**src/rtl/lsu_pkg.sv**
```systemverilog
// Shared types, funct3 encodings and address helpers for the load/store unit.
package lsu_pkg;

    typedef enum logic [1:0] {IDLE = 2'd0, REQ = 2'd1, DONE = 2'd2} lsu_state_t;

    localparam logic [2:0] F3_LB  = 3'b000;
    localparam logic [2:0] F3_LH  = 3'b001;
    localparam logic [2:0] F3_LW  = 3'b010;
    localparam logic [2:0] F3_LBU = 3'b100;
    localparam logic [2:0] F3_LHU = 3'b101;
    localparam logic [2:0] F3_SB  = 3'b000;
    localparam logic [2:0] F3_SH  = 3'b001;
    localparam logic [2:0] F3_SW  = 3'b010;

    function automatic logic f3_illegal(input logic [2:0] f3);
        return (f3 == 3'b011) || (f3 == 3'b110) || (f3 == 3'b111);
    endfunction

    function automatic logic f3_misaligned(input logic [2:0] f3, input logic [1:0] lo);
        return ((f3[1:0] == 2'b01) && lo[0]) || ((f3[1:0] == 2'b10) && (lo != 2'b00));
    endfunction

    // Clears the low offset bits that a half or word access cannot use.
    function automatic logic [1:0] f3_align(input logic [2:0] f3, input logic [1:0] lo);
        case (f3[1:0])
            2'b01:   return {lo[1], 1'b0};
            2'b10:   return 2'b00;
            default: return lo;
        endcase
    endfunction

endpackage

```
**src/rtl/lsu_lane.sv**
```systemverilog
// Byte-lane steering: byte enables, store-data replication and load extraction.
module lsu_lane
    import lsu_pkg::*;
(
    input  logic [2:0]  funct3,
    input  logic [1:0]  addr,
    input  logic [31:0] wdata,
    input  logic [31:0] rdata,
    output logic [3:0]  be,
    output logic [31:0] wdata_rep,
    output logic [31:0] rdata_ext
);

    logic [7:0]  byte_v;
    logic [15:0] half_v;
    logic        sext;

    always_comb begin
        byte_v    = rdata[{addr, 3'b000} +: 8];
        half_v    = rdata[{addr[1], 4'b0000} +: 16];
        sext      = ~funct3[2];
        be        = 4'b1111;
        wdata_rep = wdata;
        rdata_ext = rdata;
        case (funct3[1:0])
            2'b00: begin
                be        = 4'b0001 << addr;
                wdata_rep = {4{wdata[7:0]}};
                rdata_ext = {{24{sext & byte_v[7]}}, byte_v};
            end
            2'b01: begin
                be        = 4'b0011 << {addr[1], 1'b0};
                wdata_rep = {2{wdata[15:0]}};
                rdata_ext = {{16{sext & half_v[15]}}, half_v};
            end
            default: begin
                be        = 4'b1111;
                wdata_rep = wdata;
                rdata_ext = rdata;
            end
        endcase
    end

endmodule

```
**src/rtl/lsu_mem_if.sv**
```systemverilog
// Load/store unit: req/ack data-memory handshake with timeout and lane steering.
// Build option LSU_MISALIGN_TRAP_EN traps misaligned half/word accesses instead of aligning them.
module lsu_mem_if
    import lsu_pkg::*;
#(
    parameter int AW      = 32,
    parameter int DW      = 32,
    parameter int TIMEOUT = 16
) (
    input  logic          clk,
    input  logic          reset,
    input  logic          ls_valid,
    input  logic          ls_we,
    input  logic [2:0]    ls_funct3,
    input  logic [AW-1:0] ls_addr,
    input  logic [DW-1:0] ls_wdata,
    output logic          ls_busy,
    output logic          ls_done,
    output logic [DW-1:0] ls_rdata,
    output logic          ls_err,
    output logic          mem_req,
    output logic          mem_we,
    output logic [AW-1:0] mem_addr,
    output logic [3:0]    mem_be,
    output logic [DW-1:0] mem_wdata,
    input  logic          mem_ack,
    input  logic [DW-1:0] mem_rdata,
    output logic [1:0]    dbg_state
`ifdef LSU_MISALIGN_TRAP_EN
    ,
    output logic          misalign
`endif
);

    localparam int CW = (TIMEOUT > 1) ? $clog2(TIMEOUT) : 1;
    localparam logic [CW-1:0] TO_LAST = CW'((TIMEOUT > 0) ? TIMEOUT - 1 : 0);

    lsu_state_t    state;
    logic          we_q;
    logic [2:0]    funct3_q;
    logic [1:0]    lo_q;
    logic [CW-1:0] cnt;

    logic          illegal_now;
    logic          mis_now;
    logic [1:0]    lo_now;
    logic [2:0]    lane_f3;
    logic [1:0]    lane_lo;
    logic [3:0]    lane_be;
    logic [DW-1:0] lane_wdata;
    logic [DW-1:0] lane_rdata;

    assign illegal_now = f3_illegal(ls_funct3);
`ifdef LSU_MISALIGN_TRAP_EN
    assign mis_now = f3_misaligned(ls_funct3, ls_addr[1:0]) & ~illegal_now;
    assign lo_now  = ls_addr[1:0];
`else
    assign mis_now = 1'b0;
    assign lo_now  = f3_align(ls_funct3, ls_addr[1:0]);
`endif

    // Lanes see the live request in IDLE and the captured one while the access is in flight.
    assign lane_f3 = (state == IDLE) ? ls_funct3 : funct3_q;
    assign lane_lo = (state == IDLE) ? lo_now    : lo_q;

    lsu_lane u_lane (
        .funct3    (lane_f3),
        .addr      (lane_lo),
        .wdata     (ls_wdata),
        .rdata     (mem_rdata),
        .be        (lane_be),
        .wdata_rep (lane_wdata),
        .rdata_ext (lane_rdata)
    );

    // Busy drops in DONE so the core advances on the same edge that ends the access.
    assign ls_busy   = (state == REQ) | ((state == IDLE) & ls_valid);
    assign dbg_state = state;

    always_ff @(posedge clk or posedge reset) begin
        if (reset) begin
            state     <= IDLE;
            we_q      <= 1'b0;
            funct3_q  <= 3'b000;
            lo_q      <= 2'b00;
            cnt       <= '0;
            ls_done   <= 1'b0;
            ls_err    <= 1'b0;
            ls_rdata  <= '0;
            mem_req   <= 1'b0;
            mem_we    <= 1'b0;
            mem_addr  <= '0;
            mem_be    <= 4'b0000;
            mem_wdata <= '0;
`ifdef LSU_MISALIGN_TRAP_EN
            misalign  <= 1'b0;
`endif
        end else begin
            ls_done <= 1'b0;
            ls_err  <= 1'b0;
`ifdef LSU_MISALIGN_TRAP_EN
            misalign <= 1'b0;
`endif
            case (state)
                IDLE: begin
                    if (ls_valid) begin
                        we_q      <= ls_we;
                        funct3_q  <= ls_funct3;
                        lo_q      <= lo_now;
                        cnt       <= '0;
                        mem_addr  <= {ls_addr[AW-1:2], 2'b00};
                        mem_be    <= lane_be;
                        mem_wdata <= lane_wdata;
                        if (illegal_now || mis_now) begin
                            state    <= DONE;
                            ls_done  <= 1'b1;
                            ls_err   <= 1'b1;
                            ls_rdata <= '0;
`ifdef LSU_MISALIGN_TRAP_EN
                            misalign <= mis_now;
`endif
                        end else begin
                            state   <= REQ;
                            mem_req <= 1'b1;
                            mem_we  <= ls_we;
                        end
                    end
                end
                REQ: begin
                    if (mem_ack) begin
                        state    <= DONE;
                        mem_req  <= 1'b0;
                        mem_we   <= 1'b0;
                        ls_done  <= 1'b1;
                        ls_rdata <= we_q ? '0 : lane_rdata;
                    end else if ((TIMEOUT != 0) && (cnt == TO_LAST)) begin
                        state    <= DONE;
                        mem_req  <= 1'b0;
                        mem_we   <= 1'b0;
                        ls_done  <= 1'b1;
                        ls_err   <= 1'b1;
                        ls_rdata <= '0;
                    end else begin
                        cnt <= cnt + 1'b1;
                    end
                end
                DONE: begin
                    state    <= IDLE;
                    ls_rdata <= '0;
                end
                default: state <= IDLE;
            endcase
        end
    end

endmodule

```
**config.mk**
```make
export PLATFORM = sky130hd
export DESIGN_NAME = lsu_mem_if
export DESIGN_NICKNAME = d
export VERILOG_FILES = /design/src/rtl/lsu_pkg.sv /design/src/rtl/lsu_lane.sv /design/src/rtl/lsu_mem_if.sv
export SDC_FILE = /design/constraint.sdc
export NUM_CORES = 1
export LEC_CHECK = 0
export ABC_AREA = 1
export BUFFER_PORTS_ARGS = -buffer_cell sky130_fd_sc_hd__buf_2
export CAP_MARGIN = 10
export CORE_MARGIN = 3
export CORE_UTILIZATION = 47
export CTS_BUF_LIST = sky130_fd_sc_hd__clkbuf_4 sky130_fd_sc_hd__clkbuf_8
export DETAILED_ROUTE_END_ITERATION = 7
export GPL_ROUTABILITY_DRIVEN = 0
export PLACE_DENSITY = 0.79
export SLEW_MARGIN = 20
export SYNTH_ARGS = -nofsm -noshare
export SYNTH_HDL_FRONTEND = slang
export SYNTH_HIERARCHICAL = 1
export SYNTH_SLANG_ARGS = --single-unit
```
**constraint.sdc**
```tcl
create_clock -name clk -period 3.2 [get_ports clk]
set_input_delay 0.16 -clock clk [delete_from_list [all_inputs] [get_ports clk]]
set_output_delay 0.16 -clock clk [all_outputs]
set_load 0.05 [all_outputs]
```
== Word-level counts from Yosys, hierarchy flattened ==
Index checks and enable logic that the tools add are counted.

* Memories kept: 0
* Word-level logic and storage cells: 85
* Input bits: 104
* Output and inout bits: 107
* Register bits after elaboration: 114
* ROM bits: 0
* Bits in writable memories: 0
* Latch bits: 0

* Shift-type cells: 4
* Multipliers: 0
* Divide/modulo/power cells: 0
* Bitwise logic cells: 5
* Mux-type cells: 36
* Add/sub/neg operators: 1
* Reductions and logical operators: 11
* Eq/ne operators: 15
* Magnitude comparators: 0

{| class="wikitable"
|+ Operators by type and width
! kind !! count
|-
| 32-bit two-way mux || 5
|-
| 32-bit one-hot mux with 2 select lines || 2
|-
| 32-bit one-hot mux with 3 select lines || 1
|-
| 32-bit by 6-bit indexed part select with 16-bit output || 1
|-
| 32-bit by 6-bit indexed part select with 8-bit output || 1
|-
| 4-bit one-hot mux with 2 select lines || 2
|-
| 4-bit two-way mux || 3
|-
| 4-bit AND reduction || 3
|-
| 1-bit two-way mux || 11
|-
| 2-bit two-way mux || 5
|-
| 2-bit inequality test, second input constant || 5
|-
| 1-bit one-hot mux with 2 select lines || 4
|-
| 2-bit one-hot mux with 2 select lines || 2
|-
| 2-bit by 1-bit == test with 1-bit output, second input constant || 3
|-
| 3-bit == test, second input constant || 2
|-
| 4-bit by 1-bit adder with 4-bit output, second input constant || 1
|-
| 2-bit == test, second input constant || 2
|-
| 4-bit == test, second input constant || 1
|-
| 2-bit zero test || 2
|-
| 2-bit AND reduction || 2
|-
| 1-bit by 2-bit left shift with 4-bit output, first input constant || 1
|-
| 2-bit by 2-bit left shift with 4-bit output, first input constant || 1
|-
| 1-bit bitwise AND || 3
|-
| 3-bit by 2-bit == test with 1-bit output, second input constant || 1
|-
| 7 further kinds || 8
|}

== Depth between registers and ports, before layout ==
* Word-level depth: 9
* Mapped depth: 15

== Cells and area by module ==
The synthesis kept the hierarchy.

{| class="wikitable"
|+ By module, submodules not included
! module !! area each (sq um) !! cells each !! times used !! seq. area each (sq um)
|-
| lsu_mem_if || 4690.7 || 529 || 1 || 2852.7
|-
| lsu_lane || 1151.1 || 231 || 1 || 0.0
|}

== Worst setup path before layout ==
Ideal clock, no wire load.

* Path kind: register to register
* Start point: register state[1] (netlist: dbg_state[1])
* End point: register ls_rdata[0]
* Required time: 3.079 ns
* Stages on the path, launching flop included: 13
* Setup slack: 0.849 ns
* Data arrival time: 2.230 ns
* Setup time: 0.121 ns
* Clock period less this slack: 2.351 ns
* Cell sequence: dfrtp_1 -> nor2_2 -> inv_1 -> o21ai_0 -> nand2_4 -> inv_6 -> nand2_4 -> nand2_4 -> nand2_4 -> nand2_1 -> nand3_1 -> nand2_2 -> nand2_1

* Cells in the longest elaborated chain, start to end: 7
* Elaborated cells on any way between the ends: 18

{| class="wikitable"
|+ RTL lines
! element !! line !! RTL
|-
| from (decl) || lsu_mem_if.sv:38 || <nowiki>lsu_state_t state;</nowiki>
|-
| from (signal assigned) || lsu_mem_if.sv:82 || <nowiki>state <= IDLE;</nowiki>
|-
| from (signal assigned) || lsu_mem_if.sv:115 || <nowiki>state <= DONE;</nowiki>
|-
| from (signal assigned) || lsu_mem_if.sv:123 || <nowiki>state <= REQ;</nowiki>
|-
| 2-bit zero test (*) || lsu_mem_if.sv:63 || <nowiki>assign lane_f3 = (state == IDLE) ? ls_funct3 : funct3_q;</nowiki>
|-
| 3-bit two-way mux (*) || lsu_mem_if.sv:63 ||
|-
| via lane_f3[0] || lsu_mem_if.sv:47 || <nowiki>logic [2:0] lane_f3;</nowiki>
|-
| 2-bit by 1-bit == test with 1-bit output / 2-bit zero test (equally long branches) || lsu_lane.sv:25 || <nowiki>case (funct3[1:0])</nowiki>
|-
| 32-bit one-hot mux with 2 select lines (*) || lsu_lane.sv:25 ||
|-
| via lane_rdata[0] || lsu_mem_if.sv:51 || <nowiki>logic [DW-1:0] lane_rdata;</nowiki>
|-
| 32-bit two-way mux (*) || lsu_mem_if.sv:135 || <nowiki>ls_rdata <= we_q ? '0 : lane_rdata;</nowiki>
|-
| 32-bit two-way mux (*) || lsu_mem_if.sv:130 || <nowiki>if (mem_ack) begin</nowiki>
|-
| 32-bit one-hot mux with 3 select lines (*) || lsu_mem_if.sv:104 || <nowiki>case (state)</nowiki>
|-
| to (signal assigned) || lsu_mem_if.sv:135 ||
|-
| to (decl) || lsu_mem_if.sv:19 || <nowiki>output logic [DW-1:0] ls_rdata,</nowiki>
|}

Mark *: on every way through the listed nets, which the timed path passes. The rest lies on a longest branch.
A chain may end at the register's enable or synchronous reset.

== Worst setup path after layout ==
* Start point: register state[1] (netlist: dbg_state[1])
* End point: register ls_rdata[10]

Same word-level chain as after synthesis.

==> metrics.yaml <==
holdPathStages: 3
end_kind: "register"
grt_start_max_net_pins: 64
rows: 40
die_area_mm2: 0.0138
cts_setup_buffers: 0
clkPwrFrac_pct: 15.3
cp-start-kind: "register"
ys_async_sr_fraction_pct: 100
fmax_ghz: 0.397
yosysTopAreaCell: "dfrtp_1"
pwr-share-comb_pct: 54.6
seqPwrFrac_pct: 30.0
max_cap_viol_count: 0
hold_violations: 0
min_period_ns: 2.52
cp.arrival_ns: 2.82
synth.distinct_cells: 29
clock_latency_ns: 0.42
ant_nets: 0
hold_path_class: "in -> reg"
criticalPathCategory: "reg -> reg"
routed_via_density: 5.04
clk_pin_slew_ns: 0.06
setup_viol: 0
cellPowerDensity_mw_per_mm2: 998
drt-initial-drc-count: 531
yosysWarnings: 6
start_util_pct: 48.4
outcome: "finished, final reports clean"
p_sw_mw: 4.05
tns_ns: 0
drc: 0
rsz0062_at_grt: "false"
postSynthCellCount: 760
cts_tree: "built"
reg2reg_slack_ns: 0.68
grt.total_usage_pct: 26.3
ys_seq_area_share_pct: 48.8
intPower_mw: 3.53
worstPathRequired_ns: 3.50
layout_common_cells: "nand2_1 (412), buf_2 (208), dfrtp_1 (114)"
synth_top_cell_area_share_pct: 48.8
avgSynthCellArea_um2: 7.69
die_y_um: 117
layout-drive-gt1-share_pct: 28.9
coreArea_mm2: 0.0121
relSlewSlack_pct: 25.8
synth_seq_cells: 114
synth_flop_cell: "dfrtp_1"
fin_skew_ns: 0.00858
synth_area_leaders: "dfrtp_1 (49%), nand2_1 (26%), nand3_1 (4.5%), nand4_1 (3.5%), buf_4 (2.4%)"
cts_made_buffers: 17
reg2reg_to: "ls_rdata[10]"
finalMaxSlewViolations: 0
die_w_um: 117
first_global_vias: 5724
vias: 5878
rr_worst_depth: 13
port_buffers: 208
root_buffer: "clkbuf_8"
final_common_cell: "nand2_1"
placed_cell_area_mm2: 0.00686
dp.cells: 1098
post_drt_wl_per_cell_um: 15.2
final_cells: 1167
layout.nets: 1097
grt_pass1_wl_um: 29500
ir_drop_uv: 596
wl_um: 17700
antennaDiodeCount: 0
min_from: "ls_funct3[2]"
dr.pass1.iters: 5
fin_crit_sh_pct: 78.8
area_delta_synth_final_pct: 30.1
cts.htree.levels: 4
antenna_found_initial: 0
worstMarginPinSlew_ns: 1.11
netlist_area_mm2: 0.00584
path_max_fanout: 24
synth-edff-count: 0
ios: 211
fillers: 1076
clkSinkCount: 114
overflow: 0
p_leak_nw: 4.47
dp_hpwl_um: 11800
worstHoldEndpoint: "funct3_q[2]"
switching_share_pct: 53.5
crit-reg2reg-launch: "dbg_state[1]"
clk_path_buf_depth: 2
final_area_mm2: 0.00760
==> stage by stage <==
stage	hold slack [ns]	power [mW]	worst slack [ns]	utilization, %
finish	0.0424	7.58	0.680	63.0
detailed placement	0.359	6.37	0.721	56.8
floorplan	0.270	5.41	0.0243	-
CTS	0.00871	7.60	0.693	63.0
global placement	0.354	6.32	0.770	56.8
global route	0.0380	8.02	0.485	63.0
==> worst max-delay path: stages (launching register included) <==
cell and delay (ns):
dfrtp_1 0.46, nor2_2 0.19, inv_1 0.19, nand2_1 0.09, o21ai_0 0.12, buf_4 0.19, nor2_4 0.46, inv_2 0.15
nand2_4 0.14, inv_4 0.06, nand2_1 0.08, nand3_2 0.09, nand2_1 0.09, nand2_1 0.06
==> metal layers <==
layer | vias to the layer above | track usage, % | share of wire (%)
met5 | - | 0 | 0
li1 | 2861 | - | -
met1 | 2698 | 35.7 | 44
met2 | 268 | 40.5 | 46
met3 | 51 | 6.15 | 7.0
met4 | 0 | 11.6 | 2.9
==> how the worst max path moves through the flow <==
stage | end | slack, ns | from | depth (start not counted)
2_1_floorplan | cnt[0] | 0.02 | reset | 1
3_3_place_gp | ls_rdata[0] | 0.77 | dbg_state[0] | 13
3_5_place_dp | ls_rdata[10] | 0.72 | dbg_state[1] | 13
4_1_cts | ls_rdata[10] | 0.69 | dbg_state[1] | 13
5_1_grt | ls_rdata[9] | 0.48 | dbg_state[1] | 13
6_report | ls_rdata[10] | 0.68 | dbg_state[1] | 13
==> power groups by stage <==
stage	Sequential, mW	Combinational [mW]	Clock, mW
after floorplan	4.02	1.39	0
after global routing	2.35	4.42	1.25
after global placement	2.27	4.05	0
final	2.28	4.14	1.16
after detailed placement	2.29	4.09	0
after CTS	2.27	4.14	1.19
==> timing repair <==
| item | 4_1_cts | 5_1_grt |
|---|---|---|
| hold endpoints to repair | 101 | 0 |
| setup endpoints to repair | 0 | 0 |
| hold buffers | 40 | 0 |
| gates resized for setup | 0 | 0 |
==> synth_stat cells (2+ instances only) <==
| cell | number |
|---|---|
| inv_2 | 6 |
| o21ai_1 | 7 |
| nand2_4 | 5 |
| nand4_1 | 33 |
| a21oi_1 | 2 |
| dfrtp_1 | 114 |
| nor2_1 | 5 |
| nand2_2 | 14 |
| buf_2 | 14 |
| o21ai_0 | 15 |
| nand3_2 | 4 |
| nand3_1 | 53 |
| o211ai_1 | 5 |
| inv_1 | 18 |
| nor2_4 | 2 |
| buf_6 | 8 |
| inv_6 | 2 |
| ha_1 | 4 |
| nand2_1 | 412 |
| buf_4 | 19 |
| clkbuf_1 | 9 |
| nand3_4 | 2 |
==> sequential cells by signal, summed over array words and instances (netlist names) <==
register and cells:
ls_rdata 32, we_q 1, lo_q 2, mem_addr 30, mem_req 1, ls_done 1
mem_we 1, ls_err 1, cnt 4, dbg_state 2, mem_wdata 32, funct3_q 3
mem_be 4
==> cells by family (layout without fill, tap and decap cells) <==
logic type,count (synthesis),in the layout,share of synthesized area (%)
DFF,114,114,48.8
AOI/OAI and AO/OA,30,30,2.83
and+or+nand+nor,533,533,39.5
adders and majority gates,4,4,0.857
buffers and inverters,78,316,7.90
other,1,2,0.0642
==> cell type report <==
type	instances	area, um2	area share, %
Multi-Input combinational cell	569	2540	33.5
Inverter	28	128	1.68
Clock buffer	24	312	4.10
Sequential cell	114	2850	37.5
Clock inverter	5	30.0	0.395
Timing Repair Buffer	259	1520	20.1
Tap cell	168	210	2.77
Note: power is estimated with default switching activity, not from simulation.
